### config.mk
export PLATFORM = sky130hd
export DESIGN_NAME = ddr_cmd_responder
export DESIGN_NICKNAME = d
export VERILOG_FILES = /design/src/rtl/ddr_cmd_responder.sv
export SDC_FILE = /design/constraint.sdc
export NUM_CORES = 1
export LEC_CHECK = 0
export CAP_MARGIN = 15
export CORE_UTILIZATION = 63
export CTS_CLUSTER_DIAMETER = 30
export CTS_CLUSTER_SIZE = 20
export DETAILED_ROUTE_END_ITERATION = 12
export GPL_TIMING_DRIVEN = 0
export PLACE_DENSITY = 0.87
export SLEW_MARGIN = 20
export SYNTH_ARGS = -nofsm -noshare
export SYNTH_HDL_FRONTEND = slang
export SYNTH_SLANG_ARGS = --single-unit
### constraint.sdc
create_clock -name CK_t -period 4.2 [get_ports CK_t]
set_input_delay 0.84 -clock CK_t [delete_from_list [all_inputs] [get_ports CK_t]]
set_output_delay 0.84 -clock CK_t [all_outputs]
set_load 0.1 [all_outputs]
### src/rtl/ddr_cmd_responder.sv
// ddr_cmd_responder: DDR4 command decoder with per-bank timing FSMs, violation reporting and BL8 data windows.
// Define RESP_ERR_COUNT_EN to build the saturating violation counter driven onto err_cnt.
module ddr_cmd_responder #(
    parameter int T_RRD = 4,
    parameter int T_RCD = 16,
    parameter int T_RP  = 16,
    parameter int CL    = 16,
    parameter int CWL   = 12
) (
    input  logic        CK_t,
    input  logic        reset_n,
    input  logic        cs_n,
    input  logic        act_n,
    input  logic        ras_n,
    input  logic        cas_n,
    input  logic        we_n,
    input  logic [1:0]  bg,
    input  logic [1:0]  ba,
    input  logic [14:0] row_addr,
    output logic        cmd_act,
    output logic        cmd_pre,
    output logic        cmd_rd,
    output logic        cmd_wr,
    output logic [15:0] bank_open,
    output logic        err_valid,
    output logic [2:0]  err_code,
    output logic [3:0]  err_bank,
    output logic        rd_data_en,
    output logic        wr_data_en,
    output logic [15:0] err_cnt
);
    localparam logic [1:0] S_IDLE = 2'd0, S_ACTV = 2'd1, S_OPEN = 2'd2, S_PRE = 2'd3;
    localparam int TMAX = T_RCD > T_RP ? (T_RCD > T_RRD ? T_RCD : T_RRD) : (T_RP > T_RRD ? T_RP : T_RRD);
    localparam int CW = $clog2(TMAX + 1);
    localparam int DW = (CL > CWL ? CL : CWL) + 4;
    logic [1:0]    r_state [16];
    logic [CW-1:0] r_cnt   [16];
    logic [14:0]   r_row   [16];
    logic [CW-1:0] r_rrd;
    logic [DW-1:0] r_rd_sr, r_wr_sr;
    logic [3:0]    w_bank;
    logic [1:0]    w_st;
    logic [2:0]    w_code;
    logic          w_act, w_pre, w_rd, w_wr, w_err;
    assign w_bank = {bg, ba};
    assign w_st   = r_state[w_bank];
    assign w_act  = !cs_n && !act_n;
    assign w_pre  = !cs_n && act_n && {ras_n, cas_n, we_n} == 3'b010;
    assign w_rd   = !cs_n && act_n && {ras_n, cas_n, we_n} == 3'b101;
    assign w_wr   = !cs_n && act_n && {ras_n, cas_n, we_n} == 3'b100;
    // Ternary order encodes "lowest code wins" when several checks fail.
    assign w_code = w_act ? (w_st == S_ACTV || w_st == S_OPEN ? 3'd1 : r_rrd != '0 ? 3'd2 : w_st == S_PRE ? 3'd5 : 3'd0)
                  : (w_rd || w_wr) ? (w_st == S_ACTV ? 3'd3 : w_st != S_OPEN ? 3'd4 : 3'd0) : 3'd0;
    assign w_err  = w_code != 3'd0;
    always_ff @(posedge CK_t or negedge reset_n) begin
        if (!reset_n) begin
            for (int i = 0; i < 16; i++) begin
                r_state[i] <= S_IDLE;
                r_cnt[i]   <= '0;
                r_row[i]   <= '0;
            end
        end else begin
            for (int i = 0; i < 16; i++) begin
                if (w_act && !w_err && w_bank == 4'(i)) begin
                    r_state[i] <= S_ACTV;
                    r_cnt[i]   <= CW'(T_RCD - 1);
                    r_row[i]   <= row_addr;
                end else if (w_pre && w_bank == 4'(i) && (r_state[i] == S_ACTV || r_state[i] == S_OPEN)) begin
                    r_state[i] <= S_PRE;
                    r_cnt[i]   <= CW'(T_RP - 1);
                end else if (r_state[i] == S_ACTV || r_state[i] == S_PRE) begin
                    r_state[i] <= r_cnt[i] > CW'(1) ? r_state[i] : (r_state[i] == S_ACTV ? S_OPEN : S_IDLE);
                    r_cnt[i]   <= r_cnt[i] > CW'(1) ? r_cnt[i] - 1'b1 : '0;
                end
            end
        end
    end
    always_ff @(posedge CK_t or negedge reset_n) begin
        if (!reset_n) begin
            {cmd_act, cmd_pre, cmd_rd, cmd_wr} <= '0;
            err_valid <= 1'b0;
            err_code  <= '0;
            err_bank  <= '0;
            r_rrd     <= '0;
            r_rd_sr   <= '0;
            r_wr_sr   <= '0;
        end else begin
            {cmd_act, cmd_pre, cmd_rd, cmd_wr} <= {w_act, w_pre, w_rd, w_wr};
            err_valid <= w_err;
            err_code  <= w_err ? w_code : err_code;
            err_bank  <= w_err ? w_bank : err_bank;
            r_rrd     <= w_act ? CW'(T_RRD - 1) : (r_rrd != '0 ? r_rrd - 1'b1 : r_rrd);
            // Bursts enter at a latency-dependent tap so both windows sit on the top four bits.
            r_rd_sr   <= (r_rd_sr << 1) | (DW'(w_rd && !w_err) << (DW - 4 - CL));
            r_wr_sr   <= (r_wr_sr << 1) | (DW'(w_wr && !w_err) << (DW - 4 - CWL));
        end
    end
    assign rd_data_en = |r_rd_sr[DW-1 -: 4];
    assign wr_data_en = |r_wr_sr[DW-1 -: 4];
    always_comb begin
        bank_open = '0;
        for (int i = 0; i < 16; i++) bank_open[i] = r_state[i] == S_OPEN;
    end
`ifdef RESP_ERR_COUNT_EN
    logic [15:0] r_err_cnt;
    always_ff @(posedge CK_t or negedge reset_n) begin
        if (!reset_n) r_err_cnt <= '0;
        else if (w_err && r_err_cnt != 16'hFFFF) r_err_cnt <= r_err_cnt + 1'b1;
    end
    assign err_cnt = r_err_cnt;
`else
    assign err_cnt = '0;
`endif
endmodule

==> metrics.cfg <==
[outcome]
outcome=finished, final reports clean

[drt]
postRouteAntennaNets=0
via_per_inst=6.00
drtPass1Iterations=5
drt_iter0_markers=586
drt-wirelength-per-cell_um=16.8
wl_um=19200
via_count=6865
drc=0

[cts]
hold_buffers=0
clock_sinks=165
clk_pin_slew_worst_paths_ns=0.06
cts.repair.resized=0
cts.path.max_buffers=2
h-tree-depth=4
cts_tree=built
root_buffer=clkbuf_16
cts_buffers=17
clock_latency_ns=0.43
post_cts_buffers=0

[timing]
min_period_ns=3.95
grt_setup_unrepaired=false
finalSetupTns_ns=0
period_share_pct=93.9
hold_violations=0
maxSlewHeadroom_pct=34.0
final_max_slew_viol_count=0
clock_skew_ns=0.00871
tightest_slew_ns=0.987
setup_ws_ns=0.254
setup_viol=0
hold_ws_ns=0.347
fmax_ghz=0.253

[placed_design]
pre_cts_slack_ns=-0.134
dpl.hpwl_um=12900
io_buffers=36
place_congestion=0.850
placed_cells=1114

[layout]
num_antenna_cells=0
final_cells=1145
fillers=918
area_growth_pct=14.5
drive_gt1_share_pct=8.60
layout.nets=1063
final_core_util_pct=73.8

[floorplan]
start_util_pct=64.5
core-area_mm2=0.0139
rows=43
io-pin-count=72
dieArea_mm2=0.0147
dieWidth_um=121
die_h_um=121

[worst_setup_path]
start_kind=primary input
critical_path_class=in2reg
arrival_ns=4.19
ff2ff_setup_slack_ns=0.75
reg2reg_depth=8
worst_setup_path_end_kind=flip-flop
reg2reg_from=r_state[2]
required_ns=4.44
worstReg2RegEnd=r_cnt[16]
crit_fanout=10

[global_route]
groute.usage.overall_pct=28.4
antenna_found_initial=0
grt_pass1_vias=6580
grt_first_pass_wirelength_um=32200
grt_max_degree=88
overflow=0

[logic_synthesis]
yosys.area.top_type=dfrtp_1
ys_warn_count=0
ys_seq_area_share_pct=46.1
synth_area_mm2=0.00895
netlist_instances=882
ys.flop_type=dfrtp_1
syn_avg_cell_area_um2=10.1
synth.top_cells.by_area=dfrtp_1, ha_1, nor3_1
synth-seq-cells=165
synth_cell_types=47
synth-async-reset-ratio_pct=100
synth_edf_count=0
synth_top_area_share_pct=46.1

[pwr]
power_leakage_nw=4.93
vdd_drop_max_mv=0.560
power_density_mw_per_mm2=760

[run]
maxCapViolations=0

[hold_path]
hold_class=reg2reg
hold_depth=0
holdPathEnd=r_rd_sr[3]
hp-start=r_rd_sr[2]

-- through the flow --
step                      instance area, µm²  power, mW
final                                  10200       7.79
after global routing                   10200       8.30
after CTS                              10200       7.80
after detailed placement                9630       6.08
after global placement                  9590       5.94
after floorplan                         9010       5.31
-- power by group --
| part | total, mW | switching, mW | internal [mW] |
|---|---|---|---|
| sequential | 2.73 | 0.606 | 2.13 |
| clock | 1.65 | 0.639 | 1.01 |
| combinational | 3.41 | 2.19 | 1.23 |
| total | 7.79 | 3.43 | 4.36 |
-- worst max path at each step --
stage | startpoint | to | cells past startpoint
floorplan | ba[1] | r_cnt[16] | 10
global placement | reset_n | r_wr_sr[4] | 1
detailed placement | ba[1] | r_cnt[66] | 10
CTS | ba[1] | r_cnt[16] | 10
global route | ba[1] | r_cnt[51] | 10
finish | ba[1] | r_cnt[16] | 10
-- routing by layer --
layer	track usage (%)	share of wire [%]	up-vias
met2	47.0	49	201
met5	0	0	-
met4	11.3	2.0	0
li1	-	-	3271
met3	5.87	5.6	36
met1	36.8	43	3357
-- Yosys cell counts, types with 3 or more instances --
| library cell | count |
|---|---|
| nor2_1 | 50 |
| xnor2_1 | 3 |
| or4_1 | 5 |
| o21ai_0 | 52 |
| o211ai_1 | 13 |
| nor2b_1 | 6 |
| mux2i_1 | 3 |
| o311ai_0 | 14 |
| nand2_1 | 79 |
| nand2b_1 | 4 |
| buf_2 | 8 |
| a32oi_1 | 14 |
| a211o_1 | 23 |
| or3_1 | 37 |
| and2_1 | 12 |
| buf_4 | 17 |
| ha_1 | 84 |
| nor3_1 | 67 |
| inv_1 | 82 |
| mux2_2 | 5 |
| dfrtp_1 | 165 |
| a21o_1 | 20 |
| o21a_1 | 29 |
| a21oi_1 | 9 |
| nor4_1 | 14 |
| nand3_1 | 29 |
| mux4_2 | 10 |
-- sequential cells by signal, indices dropped and copies added (netlist names) --
name       flops
r_rrd          5
err_valid      1
err_code       3
cmd_rd         1
err_bank       4
r_cnt         80
cmd_pre        1
r_state       32
r_wr_sr       16
cmd_act        1
r_rd_sr       20
cmd_wr         1
-- critical path, cell delays in order --
cell,delay [ns]
buf_6,0.14
clkbuf_1,0.47
mux4_2,0.41
mux4_2,0.54
ha_1,0.35
nor2b_1,0.17
and3_4,0.20
buf_6,0.15
o21ai_0,0.63
o311ai_0,0.29
-- placed cells by master (no fill, tap or decap), drive strengths merged, types with 3 or more instances in the layout --
cell           Yosys  layout
nand2             79      79
mux2i              3       3
ha                84      84
nor3              67      67
clkinv             0       5
nor4              15      15
nor4b              4       4
clkbuf             2      21
nor2b              6       6
and2              12      12
o21a              29      29
inv               82      84
or4                5       5
a21oi              9       9
mux2               5       5
mux4              10      10
xnor2              3       3
buf               29      31
dfrtp            165     165
a32oi             14      14
o21ai             52      52
nand2b             4       4
bufinv             0       4
o311ai            14      14
or3               37      37
a211o             23      23
a21o              20      20
o211ai            13      13
conb               1      16
nand3             29      29
nor2              50      50
clkdlybuf4s50      0      35
-- cell families (layout without fill, tap and decap cells) --
| group | Yosys count | count (layout) | share of synthesized area, % |
|---|---|---|---|
| AND/OR/NAND/NOR | 315 | 315 | 17.9 |
| multiplexers | 18 | 18 | 3.48 |
| AO/OA/AOI/OAI | 183 | 183 | 14.5 |
| adder cells (fa/ha/maj) | 84 | 84 | 11.7 |
| flip-flops | 165 | 165 | 46.1 |
| XOR/XNOR | 3 | 3 | 0.294 |
| buffers and inverters | 113 | 181 | 5.86 |
| other | 1 | 16 | 0.0419 |
-- layout make-up --
type / instances / area [µm²] / share of cell area, %
multi-input cells: 619 / 4350 / 42.5
flip-flops and latches: 165 / 4130 / 40.3
clock buffers: 19 / 443 / 4.32
repair buffers: 37 / 393 / 3.83
inverters: 82 / 308 / 3.00
well taps: 180 / 225 / 2.20
plain buffers: 31 / 216 / 2.11
clock inverters: 12 / 178 / 1.73
No activity file was read; power rests on OpenSTA's default activity.
==> RTL edit (same settings) <==
Put a register stage on the outputs `rd_data_en` and `wr_data_en`, with the module's reset. The values now appear one clock later. The other outputs are not delayed to match.
--- a/src/rtl/ddr_cmd_responder.sv
+++ b/src/rtl/ddr_cmd_responder.sv
@@ -97,4 +97,11 @@
     end
-    assign rd_data_en = |r_rd_sr[DW-1 -: 4];
-    assign wr_data_en = |r_wr_sr[DW-1 -: 4];
+    always_ff @(posedge CK_t or negedge reset_n) begin
+        if (!reset_n) begin
+            rd_data_en <= '0;
+            wr_data_en <= '0;
+        end else begin
+            rd_data_en <= |r_rd_sr[DW-1 -: 4];
+            wr_data_en <= |r_wr_sr[DW-1 -: 4];
+        end
+    end
     always_comb begin
Function: no difference found for any inputs over 4 cycles, from zero or initial values and one cycle with reset_n low; that may be too few to reach the edited logic, so the function may still have changed.
==> RTL edit against the original RTL <==
- power up 2.1%
- setup slack lost 130 ps
- sequential cell count grew 2
- combinational power grew 8.2%
- first-iteration DRC count increased by 5.3%
- area after synthesis up 1.3%
- synthesized cell count up 3.7%
- count of clock-buffer cells in the layout increased by 2
- cell area grew 1.7%
- wire length fell by 0.10%
- utilization up 0.94 points
- non-clock buffer count increased by 13
- critical endpoint is now r_state[11]$_DFFE_PN0P_
- highest routed layer unchanged
==> RTL edit: results (changes against the original RTL) <==
Logic synthesis
The count of unique library cells instantiated by Yosys was 57 (was 47). The adder and majority gate portion of the synthesized area is 11.6% (was 11.7%). The sequential-to-total area share from yosys stat is 46.1% (about the same). The mux share of post-synthesis cell area was 4.06% (was 3.48%). Synth cell count leaders: 167 x dfrtp_1, 95 x inv_1, 84 x ha_1, 72 x nor3_1, 64 x nand2_1 (was 165 x dfrtp_1, 84 x ha_1, 82 x inv_1, 79 x nand2_1, 67 x nor3_1).

STA
The actual slew at the worst max-slew pin came to 989 ps (was 987 ps). The final clock skew is 8.41 ps (was 8.71 ps). The achievable clock frequency is 245 MHz (was 253 MHz).

Detailed routing
The initial detailed-routing violation count came to 617 (was 586). The per-cell routed wire length is 16.2 um (was 16.8 um). The routed wire length is 19200 um (about the same).

Place
The post-placement cell count was 1149 (was 1114). The sum of net half-perimeters after detailed placement came to 13000 um (was 12900 um).

Worst hold path
The worst min-delay path endpoint is r_wr_sr[14]$_DFF_PN0_ (was r_rd_sr[3]$_DFF_PN0_). The worst hold path startpoint is r_wr_sr[13]$_DFF_PN0_ (was r_rd_sr[2]$_DFF_PN0_).

Critical path
The peak per-stage delay on the critical path is 570 ps (was 630 ps). The arrival time of the worst setup path was 4400 ps (was 4190 ps).

Power
The portion of total power attributed to combinational logic is 46.4% (was 43.8%). The switching fraction of total power is 46.0% (was 44.0%). The leakage power summed over all cells is 4.96 nW (was 4.93 nW). The worst vdd rail ir drop was 604 uV (was 560 uV).

Global routing
The via count of the first global-routing pass came to 6941 (was 6580). The maximum number of pins on one net before global-route repair is 101 (was 88). The first-pass GRT wire length came to 32200 um (about the same).

Outcome
Status: finished clean (unchanged).
RTL edit: cell types whose count changed in the layout (fill, tap and decap cells not counted), sizes merged, moves of 7 or more:
cell | before | now
inv | 84 | 95
a32oi | 14 | 0
nand3 | 29 | 19
o21a | 29 | 17
or3 | 37 | 16
a21o | 20 | 9
o211ai | 13 | 22
a21oi | 9 | 50
nand2 | 79 | 64
nor2 | 50 | 60
a211o | 23 | 0
buf | 31 | 38
RTL edit: final cells by class:
cell class	instances	area (um2)
fill	934	3520
inverter	95	357
timing repair buffer	46	465
buffer	35	253
clock inverter	10	81.3
multi-input combinational	633	4410
tap	180	225
clock buffer	21	450
sequential	167	4180
RTL edit: repair_timing:
item                       4_1_cts  5_1_grt
cloned                           0        0
setup endpoints to repair      106       25
resized for setup               18        8
pin swaps                        3        0
setup buffers                    5        2
RTL edit: layer usage:
metal	global-route usage [%]	wire [um]
met4	10.5	395
met5	0	0
met3	5.99	1120
met1	35.7	8240
met2	47.0	9470
